**config.mk**
```make
export PLATFORM = sky130hd
export DESIGN_NAME = maxpool_layer_2d
export DESIGN_NICKNAME = d
export VERILOG_FILES = /design/src/rtl/maxpool_layer_2d.sv
export SDC_FILE = /design/constraint.sdc
export NUM_CORES = 1
export LEC_CHECK = 0
export ABC_AREA = 1
export ABC_CLOCK_PERIOD_IN_PS = 11050
export BUFFER_PORTS_ARGS = -buffer_cell sky130_fd_sc_hd__buf_4
export CAP_MARGIN = 25
export CORE_AREA = 8 8 157 159
export DETAILED_ROUTE_END_ITERATION = 12
export DIE_AREA = 0 0 165 167
export MAX_ROUTING_LAYER = met4
export PLACE_DENSITY = 0.75
export SLEW_MARGIN = 20
export SYNTH_ARGS = -nofsm -noshare
export SYNTH_HDL_FRONTEND = slang
export SYNTH_SLANG_ARGS = --single-unit
```
**constraint.sdc**
```tcl
create_clock -name clk -period 11.05 [get_ports clk]
set_clock_uncertainty 0.15 [all_clocks]
set_input_delay 0 -clock clk [delete_from_list [all_inputs] [get_ports clk]]
set_output_delay 0 -clock clk [all_outputs]
set_load 0.03 [all_outputs]
```
**src/rtl/maxpool_layer_2d.sv**
```systemverilog
// maxpool_layer_2d: streaming 2x2, stride-2 signed max-pool over a raster-order frame.
// Window phase is implied by the parity of the row/column counters.
module maxpool_layer_2d #(
  parameter int unsigned IN_WIDTH   = 28,
  parameter int unsigned IN_HEIGHT  = 28,
  parameter int unsigned DATA_WIDTH = 16
) (
  input  logic                  clk,
  input  logic                  rst,
  input  logic                  valid_in,
  input  logic [DATA_WIDTH-1:0] data_in,
  output logic                  ready_in,
  output logic                  valid_out,
  output logic [DATA_WIDTH-1:0] data_out,
  output logic                  last_out,
  input  logic                  ready_out
);

  localparam int unsigned OUT_W = IN_WIDTH / 2;
  localparam int unsigned COL_W = (IN_WIDTH > 2) ? $clog2(IN_WIDTH) : 1;
  localparam int unsigned ROW_W = (IN_HEIGHT > 2) ? $clog2(IN_HEIGHT) : 1;
  localparam int unsigned IDX_W = (OUT_W > 1) ? $clog2(OUT_W) : 1;

  typedef enum logic [1:0] {CAPTURE, STORE, EMIT} phase_t;

  phase_t                phase;
  logic [COL_W-1:0]      col_cnt, col_nxt;
  logic [ROW_W-1:0]      row_cnt, row_nxt;
  logic                  valid_nxt, last_nxt;
  logic [DATA_WIDTH-1:0] data_nxt;
  logic [DATA_WIDTH-1:0] pair_reg;
  logic [DATA_WIDTH-1:0] line_buf [OUT_W];
  logic [IDX_W-1:0]      buf_idx;
  logic                  accept, end_col, end_row;
  logic [DATA_WIDTH-1:0] hmax, vmax;

  // State register: counters and registered output stage.
  always_ff @(posedge clk or posedge rst) begin
    if (rst) begin
      col_cnt   <= '0;
      row_cnt   <= '0;
      valid_out <= 1'b0;
      data_out  <= '0;
      last_out  <= 1'b0;
    end else begin
      col_cnt   <= col_nxt;
      row_cnt   <= row_nxt;
      valid_out <= valid_nxt;
      data_out  <= data_nxt;
      last_out  <= last_nxt;
    end
  end

  // Window storage is always written before it is read, so it carries no reset.
  always_ff @(posedge clk) begin
    if (accept && phase == CAPTURE) pair_reg <= data_in;
    if (accept && phase == STORE)   line_buf[buf_idx] <= hmax;
  end

  // Next-state: advance raster position and load the output stage.
  always_comb begin
    col_nxt   = col_cnt;
    row_nxt   = row_cnt;
    valid_nxt = valid_out;
    data_nxt  = data_out;
    last_nxt  = last_out;
    if (accept) begin
      if (end_col) begin
        col_nxt = '0;
        row_nxt = end_row ? '0 : row_cnt + ROW_W'(1);
      end else begin
        col_nxt = col_cnt + COL_W'(1);
      end
    end
    if (accept && phase == EMIT) begin
      valid_nxt = 1'b1;
      data_nxt  = vmax;
      last_nxt  = end_col && end_row;
    end else if (ready_out) begin
      valid_nxt = 1'b0;
      last_nxt  = 1'b0;
    end
  end

  // Phase decode, handshake and the two signed compare stages.
  always_comb begin
    phase    = CAPTURE;
    ready_in = 1'b0;
    accept   = 1'b0;
    if (col_cnt[0]) phase = row_cnt[0] ? EMIT : STORE;
    ready_in = !valid_out || ready_out;
    accept   = valid_in && ready_in;
    end_col  = (col_cnt == COL_W'(IN_WIDTH - 1));
    end_row  = (row_cnt == ROW_W'(IN_HEIGHT - 1));
    buf_idx  = IDX_W'(col_cnt >> 1);
    hmax     = ($signed(data_in) > $signed(pair_reg)) ? data_in : pair_reg;
    vmax     = ($signed(line_buf[buf_idx]) > $signed(hmax)) ? line_buf[buf_idx] : hmax;
  end

endmodule

```
==> results.txt, run 1 <==
----------------------------------------------------
[Global route]
  Number of antenna violations at the first check in global routing ... 0
  Wire length of the first global-routing pass ... 46750 um
  Maximum number of pins on one net before global-route repair ... 60
  Total global-route track usage ... 0.2248
  GRT Residual Overflow ... 0
  Via count of the first global-routing pass ... 8465

[Worst setup path]
  Path length in cells of the critical path ... 17
  Kind of cell adding the most delay to the critical path ... simple AND/OR/NAND/NOR gates
  Data arrival at the endpoint of the critical path ... 5.28 ns
  Crit path buf inv count ... 2
  Crit start category ... flip-flop
  Sequence of cells on the critical path ... inv_1 -> ha_1 -> nand2_1 -> nor3_2 -> nand3_1 -> nand3_2 -> nand2_1 -> nand2_1 -> inv_1 -> ha_1 -> nand2_1 -> nor3_1 -> nand3_1 -> nand3_2 -> nand3_1 -> nand2_1 -> nand2_1
  Max stage delay on crit path ... 0.50 ns
  Maximum fanout encountered on the critical timing path ... 17
  Most frequent cell on the critical path ... sky130_fd_sc_hd__nand2_1
  Max stage delay cell, worst path ... sky130_fd_sc_hd__nand3_2
  Logic depth of the worst register-to-register path ... 17
  Type of the setup path with the least slack ... flip-flop to flip-flop
  Endpoint class of the critical path ... flip-flop
  Required time reported for the critical path endpoint ... 11.33 ns

[Synthesis]
  Synth unique cells ... 30
  Simple-Gate Fraction of Synth Area ... 0.2194
  Flop and latch count out of synthesis ... ~270
  Portion of the post-synthesis area used by sequential elements ... 0.6628
  Mux cell area share after synthesis ... 0
  Biggest area consumer among synthesized cells ... sky130_fd_sc_hd__edfxtp_1
  Cell types occupying the most area after synthesis ... sky130_fd_sc_hd__edfxtp_1 (60%), sky130_fd_sc_hd__nand2_1 (12%), sky130_fd_sc_hd__dfrtp_1 (5.9%), sky130_fd_sc_hd__ha_1 (3.6%), sky130_fd_sc_hd__nand4_1 (3.5%)
  Gate count of the mapped netlist ... 1122
  Complex-gate fraction of the synthesized area ... 0.03188
  Xor/xnor share of the synthesized area ... 0.001468
  Avg Inst Size Synth ... 10.63 um2
  Dominant combinational cell family by area after synthesis ... simple AND/OR/NAND/NOR gates
  Mapped cell area ... 11930 um2
  Area share of the largest cell type after synthesis ... 0.6040
  Post-synthesis share of cell area spent on full adders, half adders and majority gates ... 0.03565
  Number of warnings reported in the yosys synthesis log ... 0
  Post-synth net total ... 1176

[Die]
  Die Span Y ... between 150 and 200 um
  Initial Utilization ... 0.5368
  Die outline width ... 165 um
  Core box area ... 22230 um2
  Number of ports placed on the die boundary ... 39
  Cell Rows ... 55
  Area of the die ... 27560 um2

[Finish]
  Most frequent standard cell in the layout excluding fill and tap cells ... sky130_fd_sc_hd__nand2_1
  Final Non-Filler Cells ... 1493
  Most frequent cells in the layout ... sky130_fd_sc_hd__nand2_1 (371), sky130_fd_sc_hd__edfxtp_1 (240), sky130_fd_sc_hd__inv_1 (92)
  Count of filler cells inserted in the layout ... approximately 1700
  Number of inserted diodes ... 0
  Layout cells sized above 1 ... 0.1084
  Net total in the final layout ... 1241
  Final std cell area, no fill ... 13730 um2
  Max FFs per register ... 224
  Register area ... 7910 um2
  Area occupied by multi-input gates ... 3490 um2
  Signed area change from the synthesized netlist to the final layout ... 15.08%

[Hold path]
  Worst min-delay path category ... input port to flip-flop
  Cell count of the worst hold path ... 2

[Drt]
  Antenna Violating Nets Remaining ... 0
  Remaining routing DRC violations ... 0
  Routed vias ... 8542
  First-iteration detailed-routing DRC count ... 978
  Wire length after detailed routing ... 29880 um
  Average wire per standard cell ... 20.01 um
  Drt first pass iters ... 5
  Via-to-Cell Ratio ... 5.721

[Run]
  Maxcap violations ... 0

[STA]
  Hold Slack ... 0.04444 ns
  TNS Setup ... 0 ns
  Remaining max-slew budget at the tightest pin ... 0.2779
  Slew @ Worst Pin ... 1.082 ns
  RSZ-0062 raised after global routing ... false
  Total count of hold-check failures in the final report ... 0
  Period minus WS final ... 4.999 ns
  Final setup slack of the worst path ... 6.051 ns
  Tcrit/Tclk final ... 0.4524
  Upper clock frequency limit ... approximately 0.2 GHz
  Slew Limit Fails ... 0
  Final number of setup-violating endpoints ... 0

[Power and ir drop]
  Maximum ir drop on the vdd rail ... 0.1903 mV
  Leakage power summed over all cells ... 5.651 nW
  Total power divided by cell area ... 268.3 nW/um2

[Clocking]
  TritonCTS Buffers ... 27
  Clock network latency to the later pin of the worst-skew pair ... 0.54 ns
  Clk sink count ... between 200 and 300
  Root Buffer ... sky130_fd_sc_hd__clkbuf_16
  Maximum clock path buffer count ... 3
  Clock tree from TritonCTS ... done
  H-Tree Depth ... 1
  Clock-pin slew reported for the worst setup and hold paths after clock tree synthesis ... 0.06 ns

[Placed design]
  Gp weighted congestion ... between 0.8 and 0.9
  Placement-stage cell area ... 12590 um2
  Final HPWL DP ... 18130 um
  Placement-stage worst setup slack ... 6.226 ns
  Cell total after placement ... 1422
  Number of buffers added on ports ... 38

[Outcome]
  Outcome ... finished, final reports clean

----------------------------------------------------
==> cells by family after synthesis <==
kind of cell             count (synthesis)
adder cells (fa/ha/maj)                 34
XOR/XNOR                                 2
AND/OR/NAND/NOR                        605
flip-flops                             268
buffers and inverters                  141
AO/OA/AOI/OAI                           72
==> where the power goes <==
part | switching (mW) | internal [mW]
Sequential | 0.0712 | 1.28
Combinational | 0.991 | 0.408
Clock | 0.381 | 0.558
Total | 1.44 | 2.24
==> synthesized netlist by cell type (all sizes together) <==
| master | instances |
|---|---|
| buf | 29 |
| ha | 34 |
| o211ai | 5 |
| dfrtp | 28 |
| inv | 96 |
| a21oi | 28 |
| nor2 | 69 |
| o31ai | 1 |
| xor2 | 2 |
| nor3b | 2 |
| edfxtp | 240 |
| clkbuf | 16 |
| or2 | 4 |
| o21ai | 36 |
| nand2 | 373 |
| nor3 | 13 |
| nand3 | 78 |
| a21o | 2 |
| nand4 | 66 |
==> area by class of cell <==
| type | count | share of cell area |
|---|---|---|
| Clock buffer | 34 | 0.05258 |
| Sequential cell | 268 | 0.5761 |
| Clock inverter | 16 | 0.01412 |
| Inverter | 96 | 0.02624 |
| Tap cell | 285 | 0.02597 |
| Timing Repair Buffer | 81 | 0.05085 |
| Multi-Input combinational cell | 713 | 0.2541 |
==> worst reg2reg max path: stages, from the launching register on <==
cell                       delay [ns]
sky130_fd_sc_hd__edfxtp_1        0.36
sky130_fd_sc_hd__inv_1           0.05
sky130_fd_sc_hd__ha_1            0.34
sky130_fd_sc_hd__nand2_1         0.12
sky130_fd_sc_hd__nor3_2          0.23
sky130_fd_sc_hd__nand3_1         0.49
sky130_fd_sc_hd__nand3_2         0.50
sky130_fd_sc_hd__nand2_1         0.13
sky130_fd_sc_hd__nand2_1         0.39
sky130_fd_sc_hd__inv_1           0.09
sky130_fd_sc_hd__ha_1            0.36
sky130_fd_sc_hd__nand2_1         0.11
sky130_fd_sc_hd__nor3_1          0.32
sky130_fd_sc_hd__nand3_1         0.50
sky130_fd_sc_hd__nand3_2         0.47
sky130_fd_sc_hd__nand3_1         0.13
sky130_fd_sc_hd__nand2_1         0.08
sky130_fd_sc_hd__nand2_1         0.06
==> worst paths after layout <==
path                                    from            to  slack (ns)
worst max-delay path            pair_reg[15]   data_out[9]        6.05
worst min-delay path             data_in[14]  pair_reg[14]        0.04
worst max register to register  pair_reg[15]   data_out[9]        6.05
worst min register to register   data_out[4]   data_out[4]        0.35
max in group asynchronous                rst   data_out[0]        9.80
min in group asynchronous                rst    row_cnt[4]        0.47
==> metal layers <==
metal  vias up  global-route usage  wire length [um]
met2       350              0.3495             14070
met3        84             0.03649              2431
met1      4135              0.2923             12340
li1       3973                   -                 -
met5         -                   -                 0
met4         0             0.08503              1037
==> stage by stage <==
stage	power, mW	utilization
after floorplan	2.318	-
after global placement	2.686	0.5648
after detailed placement	2.723	0.5663
after CTS	3.669	0.6165
after global routing	3.899	0.6177
final	3.684	0.6177
==> what timing repair did <==
item / in CTS / in global routing
gates resized for setup: 0 / 0
hold endpoints to repair: 69 / 0
hold buffers: 20 / 0
setup buffers: 0 / 0
Note: power is estimated with default switching activity, not from simulation.
==> run 2: changes to the inputs <==
Settings changed: ABC_AREA 1 to 0, ABC_CLOCK_PERIOD_IN_PS 11050 to 4400, CORE_AREA 8 8 157 159 to 8 8 153 155, DIE_AREA 0 0 165 167 to 0 0 161 163, PLACE_DENSITY 0.75 to 0.78.
Clock period 11.05 ns to 4.4 ns, I/O delays scaled along.
==> run 2 against run 1 <==
The flow now finishes with violations (setup timing). First-iteration DRC count is 19% lower. Non-clock buffer count grew 57. Via count fell by 22%. Combinational power grew to 2.5 times the previous value. Routed wire length is 4.9% lower. Clock-buffer cell count fell by 5. Worst hold slack improved by 0.037 ns. Power up 150%.
==> results.txt, run 2 <==
----------------------------------------------------
[Power and ir drop]
  Total power divided by cell area ... 647.6 nW/um2
  Maximum ir drop on the vdd rail ... 0.2990 mV
  Clock power frac ... 0.244
  Internal power component ... about 6 mW
  Switching Share ... 0.3279
  Psw ... 2.985 mW
  Leakage power summed over all cells ... 4.997 nW
  Combinational cell fraction of total power ... 0.388
  Flop pwr share ... 0.368
  Power, Total ... 9.102 mW

[Synthesis]
  Number of warnings reported in the yosys synthesis log ... 0
  Avg Inst Size Synth ... ~18 um2
  Post-synth net total ... 691
  Portion of the post-synthesis area used by sequential elements ... 0.6957
  Area share of the largest cell type after synthesis ... 0.6341
  Fraction of synthesis flops using an asynchronous set or reset pin ... 0.1045
  Flop and latch count out of synthesis ... 268
  Count of flip-flops with a built-in enable after synthesis ... 240
  Top post-synthesis cells by count ... sky130_fd_sc_hd__edfxtp_1 (240), sky130_fd_sc_hd__mux4_2 (63), sky130_fd_sc_hd__nand2_1 (42), sky130_fd_sc_hd__ha_1 (34), sky130_fd_sc_hd__inv_1 (33)
  Biggest area consumer among synthesized cells ... sky130_fd_sc_hd__edfxtp_1
  Primary FF master, synth ... sky130_fd_sc_hd__edfxtp_1
  Cell types occupying the most area after synthesis ... sky130_fd_sc_hd__edfxtp_1 (63%), sky130_fd_sc_hd__mux4_2 (12%), sky130_fd_sc_hd__dfrtp_1 (6.2%), sky130_fd_sc_hd__ha_1 (3.7%), sky130_fd_sc_hd__mux2_2 (1.7%)
  Most repeated cell in the gate-level netlist after synthesis ... sky130_fd_sc_hd__edfxtp_1
  Synth unique cells ... 44
  Gate count of the mapped netlist ... 637
  Mapped cell area ... 11370 um2

[Die]
  Cell Rows ... 53
  Number of ports placed on the die boundary ... 39
  Core box area ... approximately 21000 um2
  Area of the die ... between 20000 and 30000 um2
  Die outline width ... 161 um
  Die Span Y ... 163 um
  Initial Utilization ... 0.5458

[Drt]
  Via-to-Cell Ratio ... 6.260
  Wire length after detailed routing ... 28410 um
  Drt first pass iters ... 5
  Remaining routing DRC violations ... 0
  First-iteration detailed-routing DRC count ... 795
  Routed vias ... 6704
  Average wire per standard cell ... 26.53 um
  Antenna Violating Nets Remaining ... 0

[Finish]
  Final Non-Filler Cells ... between 1000 and 1500
  Signed area change from the synthesized netlist to the final layout ... 23.67%
  Final core utilization ... 0.6750
  Most frequent cells in the layout ... sky130_fd_sc_hd__edfxtp_1 (240), sky130_fd_sc_hd__buf_4 (107), sky130_fd_sc_hd__mux4_2 (63)
  Max FFs per register ... 224
  Net total in the final layout ... 831
  Layout cells sized above 1 ... 0.3681
  Number of inserted diodes ... 0
  Most frequent standard cell in the layout excluding fill and tap cells ... sky130_fd_sc_hd__edfxtp_1
  Final std cell area, no fill ... 14060 um2

[STA]
  Upper clock frequency limit ... 0.2078 GHz
  Tcrit/Tclk final ... 1.094
  Final setup slack of the worst path ... -0.4128 ns
  RSZ-0062 raised after global routing ... true
  Hold Slack ... slightly above 0.08 ns
  Slew @ Worst Pin ... between 1 and 1.5 ns
  Slew Limit Fails ... 0
  Remaining max-slew budget at the tightest pin ... 0.2811
  TNS Setup ... -5.638 ns
  Final number of setup-violating endpoints ... 16
  Period minus WS final ... 4.813 ns
  Total count of hold-check failures in the final report ... 0

[Global route]
  Wire length of the first global-routing pass ... 42740 um
  Number of antenna violations at the first check in global routing ... 0
  GRT Residual Overflow ... 0
  Via count of the first global-routing pass ... between 7000 and 8000
  Maximum number of pins on one net before global-route repair ... 28
  Total global-route track usage ... 0.2212

[Worst setup path]
  Data arrival at the endpoint of the critical path ... 5.05 ns
  Maximum fanout encountered on the critical timing path ... 8
  Max stage delay on crit path ... 0.57 ns
  Sequence of cells on the critical path ... inv_2 -> ha_4 -> nand4_1 -> or4_4 -> a21oi_4 -> nor4b_4 -> a211oi_4 -> buf_12 -> buf_12 -> mux2i_4 -> ha_4 -> nand4_1 -> buf_4 -> a2111oi_4 -> a2111oi_4 -> buf_4 -> mux2_4 -> a2bb2oi_1 -> o21ai_1
  Required time reported for the critical path endpoint ... 4.64 ns
  R2R Setup Slk ... -0.41 ns
  Endpoint class of the critical path ... flip-flop
  Crit start category ... flip-flop
  Max stage delay cell, worst path ... sky130_fd_sc_hd__or4_4
  Type of the setup path with the least slack ... flip-flop to flip-flop

[Clocking]
  Clock-pin slew reported for the worst setup and hold paths after clock tree synthesis ... 0.07 ns
  Root Buffer ... sky130_fd_sc_hd__clkbuf_16
  Clk sink count ... about 270
  H-Tree Depth ... 1
  Maximum clock path buffer count ... 3
  Clock network latency to the later pin of the worst-skew pair ... 0.53 ns
  Clock tree from TritonCTS ... done
  TritonCTS Buffers ... 26

[Placed design]
  Placement-stage worst setup slack ... -0.2633 ns
  Placement-stage cell area ... ~12000 um2
  Number of buffers added on ports ... 38
  Cell total after placement ... between 900 and 1000
  Gp weighted congestion ... just under 0.9
  Final HPWL DP ... 16560 um

[Hold path]
  Worst min-delay path category ... input port to flip-flop

[Outcome]
  Outcome ... complete, but fails checks
  Violations in the final reports ... setup timing

[Run]
  Maxcap violations ... 0

----------------------------------------------------
run 2: cell count changes after synthesis, moves of 47 or more:
cell                      delta
sky130_fd_sc_hd__nand4_1    -59
sky130_fd_sc_hd__nand3_1    -64
sky130_fd_sc_hd__nand2_1   -329
sky130_fd_sc_hd__nor2_1     -47
sky130_fd_sc_hd__mux4_2     +63
sky130_fd_sc_hd__inv_1      -59
run 2: critical path: cells and delay by family, from the launching register on:
kind | cells | cell delay, ns
AOI/OAI and AO/OA | 6 | 1.36
adders and majority gates | 2 | 0.43
buffers and inverters | 5 | 0.79
DFF | 1 | 0.38
muxes | 2 | 0.52
and+or+nand+nor | 4 | 1.02
run 2: layout make-up:
type,instances,area (um2)
Clock buffer,29,683.2
Sequential cell,268,7913
Fill cell,1217,6766
Timing Repair Buffer,138,1214
Inverter,33,123.9
Clock inverter,18,172.7
Tap cell,275,344.1
Multi-Input combinational cell,310,3606
run 2: routing by layer:
metal  vias to the layer above  track usage  share of wire
li1                       2827            -              -
met1                      3419       0.2714           0.38
met2                       380       0.3621           0.49
met3                        78      0.04297          0.089
met4                         0      0.08291          0.041
met5                         -            -              0
run 2: power groups by stage:
stage | Combinational (mW) | Sequential [mW] | Clock, mW
2_1_floorplan | 1.91 | 3.36 | 0
6_report | 3.53 | 3.35 | 2.22
5_1_grt | 3.72 | 3.37 | 2.35
3_5_place_dp | 2.81 | 3.38 | 0
4_1_cts | 3.35 | 3.34 | 2.25
3_3_place_gp | 2.68 | 3.37 | 0
run 2: logic make-up after synthesis:
logic type,synth area share
AO/OA/AOI/OAI,0.04051
adder cells (fa/ha/maj),0.03743
buffers and inverters,0.02147
flip-flops,0.6957
multiplexers,0.1566
AND/OR/NAND/NOR,0.04822
run 2: path summary, 6_finish.rpt:
| kind | from | endpoint | depth (start not counted) |
|---|---|---|---|
| setup / recovery | pair_reg[14] | data_out[4] | 19 |
| hold / removal | data_in[3] | pair_reg[3] | 2 |
| setup reg to reg | pair_reg[14] | data_out[4] | 19 |
| hold reg to reg | row_cnt[4] | row_cnt[4] | 2 |
| max in group asynchronous | rst | col_cnt[1] | 5 |
| min in group asynchronous | rst | row_cnt[0] | 4 |
run 2: what timing repair did:
item / in CTS / in global routing
resized for setup: 49 / 12
hold buffers: 20 / 0
pin swaps: 9 / 10
buffers inserted: 23 / 4
hold endpoints to repair: 69 / 0
endpoints found under the setup margin: 16 / 16
cloned: 2 / 0
==> run 3: changes to the inputs <==
Settings changed: RECOVER_POWER from default to 25.
==> run 3 against run 2 <==
The run still ends with setup timing left. Power fell by 0.15%. Clock power barely moved. Setup slack got worse by 0.016 ns. First-iteration DRC count rose by 3.9%. Final cell count did not move. Clock-buffer cell count did not move. Die area did not move. Sequential cell count did not move. Routed wire length fell by 0.46%. Sequential power barely moved. Critical path depth did not move. Combinational power barely moved. Critical path type unchanged. Critical endpoint unchanged. Largest cell class unchanged. Largest power group unchanged.
==> results.txt, run 3 (synthesized netlist as in run 2, its figures left out) <==
----------------------------------------------------
[Outcome]
  Outcome ... complete, but fails checks
  Violations in the final reports ... setup timing

[Worst setup path]
  Worst reg2reg endpoint ... data_out[4]
  Data arrival at the endpoint of the critical path ... 5.07 ns
  Crit start category ... flip-flop
  Logic depth of the worst register-to-register path ... 19
  Type of the setup path with the least slack ... flip-flop to flip-flop
  Reg-to-reg critical path startpoint ... pair_reg[14]
  Maximum fanout encountered on the critical timing path ... 8
  Endpoint class of the critical path ... flip-flop
  R2R Setup Slk ... -0.43 ns
  Required time reported for the critical path endpoint ... 4.64 ns

[STA]
  Final setup slack of the worst path ... -0.4289 ns
  Hold Slack ... 0.1397 ns
  Tcrit/Tclk final ... 1.097
  Period minus WS final ... 4.829 ns
  Slew @ Worst Pin ... 1.073 ns
  Remaining max-slew budget at the tightest pin ... 0.2829
  Total count of hold-check failures in the final report ... 0
  Slew Limit Fails ... 0
  Final number of setup-violating endpoints ... 16
  RSZ-0062 raised after global routing ... true
  Upper clock frequency limit ... slightly above 0.2 GHz

[Hold path]
  Hold_sp ... data_in[0]
  WHS Endpoint ... pair_reg[0]
  Cell count of the worst hold path ... 2
  Worst min-delay path category ... input port to flip-flop

[Die]
  Area of the die ... between 20000 and 30000 um2
  Initial Utilization ... 0.5458
  Number of ports placed on the die boundary ... 39
  Die outline width ... 161 um
  Core box area ... about 21000 um2
  Die Span Y ... 163 um
  Cell Rows ... 53

[Clocking]
  Clk sink count ... 268
  Clock tree from TritonCTS ... done
  Clock network latency to the later pin of the worst-skew pair ... 0.52 ns
  H-Tree Depth ... 1
  Maximum clock path buffer count ... 3
  Root Buffer ... sky130_fd_sc_hd__clkbuf_16
  TritonCTS Buffers ... 26
  Clock-pin slew reported for the worst setup and hold paths after clock tree synthesis ... 0.07 ns

[Power and ir drop]
  Maximum ir drop on the vdd rail ... 0.2982 mV
  Leakage power summed over all cells ... 4.947 nW
  Total power divided by cell area ... about 650 nW/um2
  Power, Total ... 9.088 mW

[Finish]
  Layout cells sized above 1 ... 0.3505
  Net total in the final layout ... 831
  Number of inserted diodes ... 0
  Max FFs per register ... 224
  Final std cell area, no fill ... roughly 14000 um2
  Signed area change from the synthesized netlist to the final layout ... 23.21%
  Most frequent cells in the layout ... sky130_fd_sc_hd__edfxtp_1 (240), sky130_fd_sc_hd__buf_4 (93), sky130_fd_sc_hd__mux4_2 (63)
  Most frequent standard cell in the layout excluding fill and tap cells ... sky130_fd_sc_hd__edfxtp_1
  Count of filler cells inserted in the layout ... 1237

[Placed design]
  Final HPWL DP ... about 17000 um
  Gp weighted congestion ... 0.8668
  Number of buffers added on ports ... 38
  Placement-stage worst setup slack ... -0.2633 ns
  Placement-stage cell area ... 12400 um2

[Global route]
  Via count of the first global-routing pass ... 7013
  Total global-route track usage ... 0.2212
  Maximum number of pins on one net before global-route repair ... 28
  GRT Residual Overflow ... 0
  Number of antenna violations at the first check in global routing ... 0
  Wire length of the first global-routing pass ... 42740 um

[Drt]
  Antenna Violating Nets Remaining ... 0
  Remaining routing DRC violations ... 0
  First-iteration detailed-routing DRC count ... between 800 and 900
  Via-to-Cell Ratio ... 6.251
  Wire length after detailed routing ... 28280 um
  Routed vias ... 6695
  Drt first pass iters ... 5
  Average wire per standard cell ... 26.41 um

[Run]
  Maxcap violations ... 0

----------------------------------------------------
run 3: cell types whose count changed in the layout (fill, tap and decap cells not counted):
cell                       before  now
sky130_fd_sc_hd__buf_4        107   93
sky130_fd_sc_hd__clkbuf_1       2   16
run 3: layout make-up:
class                      instances  area (um2)  share of cell area
clock buffer                      29       683.2             0.04878
clock inverter                    18       172.7             0.01233
inverter                          33       123.9            0.008846
multi-input combinational        310        3606              0.2575
sequential                       268        7913              0.5650
tap                              275       344.1             0.02457
timing repair buffer             138        1161             0.08292
run 3: routing by layer:
layer / wire, um / vias up / track usage / part of all wire
met5: 0 / - / - / 0
met4: 1245 / 0 / 0.08291 / 0.044
met3: 2589 / 86 / 0.04297 / 0.092
met2: 13870 / 371 / 0.3621 / 0.49
met1: 10580 / 3408 / 0.2714 / 0.37
li1: - / 2830 / - / -
run 3: report_power, final:
| group | leakage (nW) | internal [mW] | switching (mW) |
|---|---|---|---|
| Combinational | 2.01 | 1.70 | 1.82 |
| Sequential | 2.53 | 3.12 | 0.228 |
| Clock | 0.410 | 1.29 | 0.925 |
| Total | 4.95 | 6.11 | 2.98 |
run 3: worst max path at each step:
stage,from,cells past startpoint,end,slack [ns]
global route,pair_reg[14],19,data_out[4],-0.50
global placement,pair_reg[14],17,data_out[0],-0.03
floorplan,pair_reg[14],18,data_out[11],-0.03
detailed placement,pair_reg[14],17,data_out[11],-0.26
CTS,pair_reg[14],19,data_out[6],-0.1
finish,pair_reg[14],19,data_out[4],-0.43
run 3: critical path, cell delays in order, from the launching register on:
cell and delay [ns]:
sky130_fd_sc_hd__edfxtp_1 0.38, sky130_fd_sc_hd__inv_2 0.07, sky130_fd_sc_hd__ha_4 0.26, sky130_fd_sc_hd__nand4_1 0.18
sky130_fd_sc_hd__or4_4 0.57, sky130_fd_sc_hd__a21oi_4 0.17, sky130_fd_sc_hd__nor4b_4 0.09, sky130_fd_sc_hd__a211oi_4 0.28
sky130_fd_sc_hd__buf_12 0.19, sky130_fd_sc_hd__buf_12 0.16, sky130_fd_sc_hd__mux2i_4 0.27, sky130_fd_sc_hd__ha_4 0.17
sky130_fd_sc_hd__nand4_1 0.19, sky130_fd_sc_hd__buf_4 0.22, sky130_fd_sc_hd__a2111oi_4 0.41, sky130_fd_sc_hd__a2111oi_4 0.08
sky130_fd_sc_hd__buf_4 0.15, sky130_fd_sc_hd__mux2_4 0.24, sky130_fd_sc_hd__a2bb2oi_1 0.28, sky130_fd_sc_hd__o21ai_1 0.14
run 3: timing repair:
action | 4_1_cts | 5_1_grt
hold endpoints to repair | 69 | 0
endpoints found under the setup margin | 16 | 16
cloned | 2 | 0
hold buffers | 20 | 0
resized for setup | 49 | 12
buffers inserted | 23 | 4
pin swaps | 9 | 10
run 3: metrics by stage:
step	TNS, ns	instances	util
floorplan	-0.1662	637	-
global placement	-0.1874	974	0.5944
detailed placement	-3.458	975	0.5957
CTS	-1.225	1067	0.6698
global route	-7.010	1071	0.6725
finish	-5.894	1071	0.6725
